==> config.mk <==
export PLATFORM = sky130hd
export DESIGN_NAME = spi_frame_sequencer
export DESIGN_NICKNAME = d
export VERILOG_FILES = /design/src/rtl/spi_frame_sequencer.sv
export SDC_FILE = /design/constraint.sdc
export NUM_CORES = 1
export LEC_CHECK = 0
export BUFFER_PORTS_ARGS = -buffer_cell sky130_fd_sc_hd__buf_2
export CAP_MARGIN = 20
export CELL_PAD_IN_SITES_DETAIL_PLACEMENT = 0
export CELL_PAD_IN_SITES_GLOBAL_PLACEMENT = 1
export CORE_UTILIZATION = 45
export CTS_BUF_LIST = sky130_fd_sc_hd__clkbuf_4 sky130_fd_sc_hd__clkbuf_8 sky130_fd_sc_hd__clkbuf_16
export DETAILED_ROUTE_END_ITERATION = 16
export MAX_ROUTING_LAYER = met4
export PLACE_DENSITY = 0.84
export SYNTH_ARGS = -nofsm -noshare
export SYNTH_HDL_FRONTEND = slang
export SYNTH_SLANG_ARGS = --single-unit
export TNS_END_PERCENT = 1
==> constraint.sdc <==
create_clock -name clk -period 2.8 [get_ports clk]
set_input_delay 0.56 -clock clk [delete_from_list [all_inputs] [get_ports clk]]
set_output_delay 0.56 -clock clk [all_outputs]
set_load 0.005 [all_outputs]
==> src/rtl/spi_frame_sequencer.sv <==
// rtl/spi_frame_sequencer.sv - command FIFO and req/ack sequencer feeding a 16-bit SPI frame driver
module spi_frame_sequencer #(
    parameter int FIFO_DEPTH = 4,
    parameter int TIMEOUT    = 1024,
    parameter int GAP        = 16
) (
    input  logic                          clk,
    input  logic                          rst,
    input  logic                          cmd_valid,
    output logic                          cmd_ready,
    input  logic [15:0]                   cmd_data,
    output logic                          rsp_valid,
    input  logic                          rsp_ready,
    output logic [15:0]                   rsp_data,
    output logic                          rsp_err,
    output logic                          spi_req,
    output logic [15:0]                   spi_din,
    input  logic                          spi_ack,
    input  logic [15:0]                   spi_dout,
    output logic                          busy,
    output logic [$clog2(FIFO_DEPTH):0]   fifo_level
);

    localparam int PW = $clog2(FIFO_DEPTH);
    localparam int LW = PW + 1;
    localparam int TW = $clog2(TIMEOUT);
    localparam int GW = $clog2(GAP + 1);

    typedef enum logic [2:0] {
        S_IDLE,
        S_REQ,
        S_WAIT,
        S_RESP,
        S_GAP
    } state_t;

    state_t          state, state_next;

    logic [15:0]     mem [FIFO_DEPTH];
    logic [PW-1:0]   wr_ptr, rd_ptr;
    logic [LW-1:0]   level;
    logic            push, pop;

    logic [TW-1:0]   tcnt, tcnt_next, tcnt_inc;
    logic [GW-1:0]   gcnt, gcnt_next;
    logic [15:0]     rsp_data_next;
    logic            rsp_err_next;

    assign cmd_ready  = (level != LW'(FIFO_DEPTH));
    assign push       = cmd_valid && cmd_ready;
    assign fifo_level = level;
    assign busy       = (state != S_IDLE) || (level != '0);
    // Count including the current WAIT cycle, so the abort lands TIMEOUT cycles after REQ.
    assign tcnt_inc   = tcnt + TW'(1);

    // Command storage; contents need no reset since the pointers define validity.
    always_ff @(posedge clk) begin
        if (push) begin
            mem[wr_ptr] <= cmd_data;
        end
    end

    // FIFO pointers and occupancy; a simultaneous push and pop leave the level unchanged.
    always_ff @(posedge clk) begin
        if (rst) begin
            wr_ptr <= '0;
            rd_ptr <= '0;
            level  <= '0;
        end else begin
            if (push) begin
                wr_ptr <= wr_ptr + PW'(1);
            end
            if (pop) begin
                rd_ptr <= rd_ptr + PW'(1);
            end
            case ({push, pop})
                2'b10:   level <= level + LW'(1);
                2'b01:   level <= level - LW'(1);
                default: level <= level;
            endcase
        end
    end

    // State, counters, frame word and response registers.
    always_ff @(posedge clk) begin
        if (rst) begin
            state    <= S_IDLE;
            tcnt     <= '0;
            gcnt     <= '0;
            spi_din  <= '0;
            rsp_data <= '0;
            rsp_err  <= 1'b0;
        end else begin
            state    <= state_next;
            tcnt     <= tcnt_next;
            gcnt     <= gcnt_next;
            rsp_data <= rsp_data_next;
            rsp_err  <= rsp_err_next;
            if (pop) begin
                spi_din <= mem[rd_ptr];
            end
        end
    end

    // Next-state, counter and output decode; ack is only honoured in WAIT and beats the timeout.
    always_comb begin
        state_next    = state;
        pop           = 1'b0;
        spi_req       = 1'b0;
        rsp_valid     = 1'b0;
        tcnt_next     = tcnt;
        gcnt_next     = gcnt;
        rsp_data_next = rsp_data;
        rsp_err_next  = rsp_err;
        case (state)
            S_IDLE: begin
                if (level != '0) begin
                    pop        = 1'b1;
                    state_next = S_REQ;
                end
            end
            S_REQ: begin
                spi_req    = 1'b1;
                tcnt_next  = '0;
                state_next = S_WAIT;
            end
            S_WAIT: begin
                tcnt_next = tcnt_inc;
                if (spi_ack) begin
                    rsp_data_next = spi_dout;
                    rsp_err_next  = 1'b0;
                    state_next    = S_RESP;
                end else if (tcnt_inc == TW'(TIMEOUT - 1)) begin
                    rsp_data_next = 16'h0000;
                    rsp_err_next  = 1'b1;
                    state_next    = S_RESP;
                end
            end
            S_RESP: begin
                rsp_valid = 1'b1;
                gcnt_next = '0;
                if (rsp_ready) begin
                    state_next = S_GAP;
                end
            end
            S_GAP: begin
                if (gcnt == GW'(GAP - 1)) begin
                    state_next = S_IDLE;
                end else begin
                    gcnt_next = gcnt + GW'(1);
                end
            end
            default: begin
                state_next = S_IDLE;
            end
        endcase
    end

endmodule

==> metrics.md <==
| Metric | Value |
|---|---|
| Beginning of the critical path | fifo_level[0]$_SDFFE_PP0P_ |
| Die Width | 106 um |
| Clk network pwr share | 37.5% |
| Synth-to-layout area growth | 23.0% |
| Tightest Hold Check Type | in -> reg |
| Maximum fanout along the worst path | 6 |
| R2R cell count | 10 |
| Hold Path Cell Cnt | 1 |
| Crit-path cells | inv_1 -> nand3_1 -> and2_1 -> inv_1 -> ha_1 -> inv_1 -> fa_1 -> xor2_1 -> or3_1 -> a21oi_1 |
| Largest net degree at the start of global routing | 45 |
| Top post-synthesis cells by area | edfxtp_1, dfxtp_1, mux4_2 |
| Initial core utilization | 46.6% |
| Total CTS buffers | 17 |
| Ys Warns | 0 |
| Mean routed wirelength per cell | 15.9 um |
| Share of cells above drive strength 1 | 29.2% |
| Die Area | 11200 um^2 |
| Top Ports | 77 |
| Total congestion overflow | 0 |
| Crit share post-route | 80.1% |
| Layer with the highest usage | met2 |
| Worst-Skew Late Latency | 500 ps |
| Placeable core area | 10400 um^2 |
| Hold Vio Cnt, Final | 0 |
| NetSw | 1.65 mW |
| Mux share of post-synthesis cell area | 7.66% |
| Initial antenna violation count | 0 |
| Vias in the first global route | 3115 |
| Final Setup Violations | 0 |
| Internal power | 3.98 mW |
| Max_cap viols | 0 |
| Flop-to-flop setup slack | 560 ps |
| Rel. slew slack | 40.1% |
| Synthesized area per cell | 12.9 um^2 |
| Pleak | 2.30 nW |
| Largest family of logic cells by synthesized area | simple AND/OR/NAND/NOR gates |
| Worst endpoint required time | 3220 ps |
| Cells after Synth | 374 |
| Maximum clock path buffer count | 2 |
| Logic pwr share | 21.0% |
| Storage cell area | 3080 um^2 |
| Outcome | finished clean |
| FMAX | 0.446 GHz |
| First DRT Iteration DRCs | 119 |
| PortBufs | 76 |
| Area leader, netlist | edfxtp_1 |
| Core Util, Final | 57.3% |
| Synth cell types | 45 |
| # DRC | 0 |
| N_diodes | 0 |
| DRT Pass-1 Iters | 4 |
| Synthesized area | 4830 um^2 |
| Max-slew violation count | 0 |
| Total global-route track usage | 18.9% |
| Met2 GRT Util | 30.8% |
| Seq pwr share | 41.5% |
| Most common cell after layout, fill and taps aside | buf_2 |
| Slowest cell on the critical path | fa_1 |
| Via count | 3231 |
| Power per cell area | 946 nW/um^2 |
| Worst vdd ir | 0.513 mV |
| Post-CTS Setup Inserts | 0 |
| Compound-gate portion of the synthesized area | 9.29% |
| Area of the multi-input gates | 1630 um^2 |
| End of the worst register-to-register path | fifo_level[2]$_SDFFE_PP0P_ |
| CTS Hold Bufs | 0 |
| Min Tclk post-route | 2240 ps |
| CTS root buffer | clkbuf_8 |
| Startpoint types | register |
| Drt via density | 5.31 |
| Primary FF master, synth | edfxtp_1 |
| Depth of the CTS H-tree | 4 |
| HPWL Detailed | 6240 um |
| Worst setup EP type | register |
| Share of the synthesized area in the top cell type | 39.8% |
| Met3 Usage GRT | 4.70% |
| Sum of negative setup slack | 0 ps |
| Die Y | 106 um |
| Simple-gate share of the synthesized area | 12.0% |
| CTS tree | done |
| Global Route met1 Usage | 23.0% |
| Max Clock Skew | 9.46 ps |
| Post-route ant nets | 0 |
| Nets | 507 |
| Routability cong. | 0.783 |
| Worst Min Path Start | cmd_data[7] |
| Switching Share | 29.3% |
| Row count | 37 |
| Hold Crit Endpoint | mem[1][7]$_DFFE_PP_ |
| CP max stage delay | 370 ps |
| Synth Area in Adders | 2.74% |
| First-pass GRT wire length | 15600 um |
| Clk sink count | 122 |
| Post-CTS Resized | 0 |
| Clk slew on worst S/H paths | 60 ps |
| Worst-margin pin slew | 897 ps |
| Layout filler cell count | 881 |
| Asr flop ratio synth | 0% |
| Commonest cells after routing, fill and taps aside | buf_2, edfxtp_1, dfxtp_1, nand2_1, a21oi_1 |
| Most used cell, CP | inv_1 |
| Yosys reg bits | 122 |
| Syn Nets | 421 |
| Post-synth EDFFs | 64 |
| Synth Area in XOR/XNOR | 2.02% |
| Post-synthesis sequential area ratio | 63.8% |
| Total Wirelength | 9660 um |
| Crit path kind | reg -> reg |
| RSZ-0062 raised after global routing | false |
| Reg2reg start | fifo_level[0]$_SDFFE_PP0P_ |
| Crit path DAT | 2660 ps |
==> state kept, by name, indices dropped and copies added, names as in the netlist, 2 cells and up <==
signal      count
mem            64
rsp_data       16
spi_din        16
tcnt           10
gcnt            5
fifo_level      3
state           3
rd_ptr          2
wr_ptr          2
==> worst max path at each step <==
stage	depth (start not counted)	slack (ps)	to
6_report	10	560	fifo_level[2]$_SDFFE_PP0P_
5_1_grt	10	380	fifo_level[2]$_SDFFE_PP0P_
4_1_cts	10	550	fifo_level[2]$_SDFFE_PP0P_
3_5_place_dp	9	550	fifo_level[2]$_SDFFE_PP0P_
3_3_place_gp	9	630	fifo_level[2]$_SDFFE_PP0P_
2_1_floorplan	11	370	fifo_level[2]$_SDFFE_PP0P_
==> worst max-delay path: cells and delay by family, from the launching register on <==
family                     cells  cell delay [ps]
buffers and inverters          3              250
xor gates and xnor gates       1              160
AOI/OAI and AO/OA              1              150
adders and majority gates      2              550
and+or+nand+nor                3              730
DFF                            1              330
==> final cells by class <==
| cell class | instances | share of cell area, % |
|---|---|---|
| timing repair buffer | 84 | 7.41 |
| clock inverter | 14 | 2.69 |
| inverter | 11 | 0.694 |
| sequential | 122 | 51.8 |
| tap | 136 | 2.86 |
| clock buffer | 18 | 7.09 |
| multi-input combinational | 224 | 27.4 |
==> metrics by stage <==
step	std cells	instance area (um^2)	hold slack [ps]	total power [mW]	setup slack [ps]
finish	609	5950	268	5.62	558
global placement	577	5370	434	3.52	628
detailed placement	577	5370	443	3.56	546
floorplan	374	4830	442	3.10	373
global route	609	5950	252	5.92	380
CTS	609	5950	250	5.68	554
==> layer usage <==
layer	wire length, um	share of wire [%]
met5	0	0
met2	5010	52
met3	322	3.3
met4	155	1.6
met1	4170	43
==> Yosys cell counts (3+ instances only) <==
cell type / number
edfxtp_1: 64
dfxtp_1: 58
nand2_1: 45
a21oi_1: 36
nor2_1: 25
a22o_1: 16
mux4_2: 16
o21ai_0: 13
clkbuf_1: 10
inv_1: 10
and3_1: 9
ha_1: 9
buf_2: 6
nor3_1: 5
or3_1: 5
xor2_1: 5
nand3_1: 4
and2_1: 3
nand4_1: 3
xnor2_1: 3
==> cells by family after synthesis <==
logic type,count (synthesis)
AO/OA/AOI/OAI,71
multiplexers,17
XOR/XNOR,9
AND/OR/NAND/NOR,117
buffers and inverters,28
flip-flops,122
adder cells (fa/ha/maj),10
==> power by group through the flow <==
stage | combinational [mW] | sequential [mW] | clock, mW
final | 1.18 | 2.33 | 2.11
after global routing | 1.32 | 2.37 | 2.23
after CTS | 1.21 | 2.33 | 2.14
after detailed placement | 1.19 | 2.37 | 0
after global placement | 1.17 | 2.35 | 0
after floorplan | 0.774 | 2.32 | 0
Power figures use the tool's default switching activity.
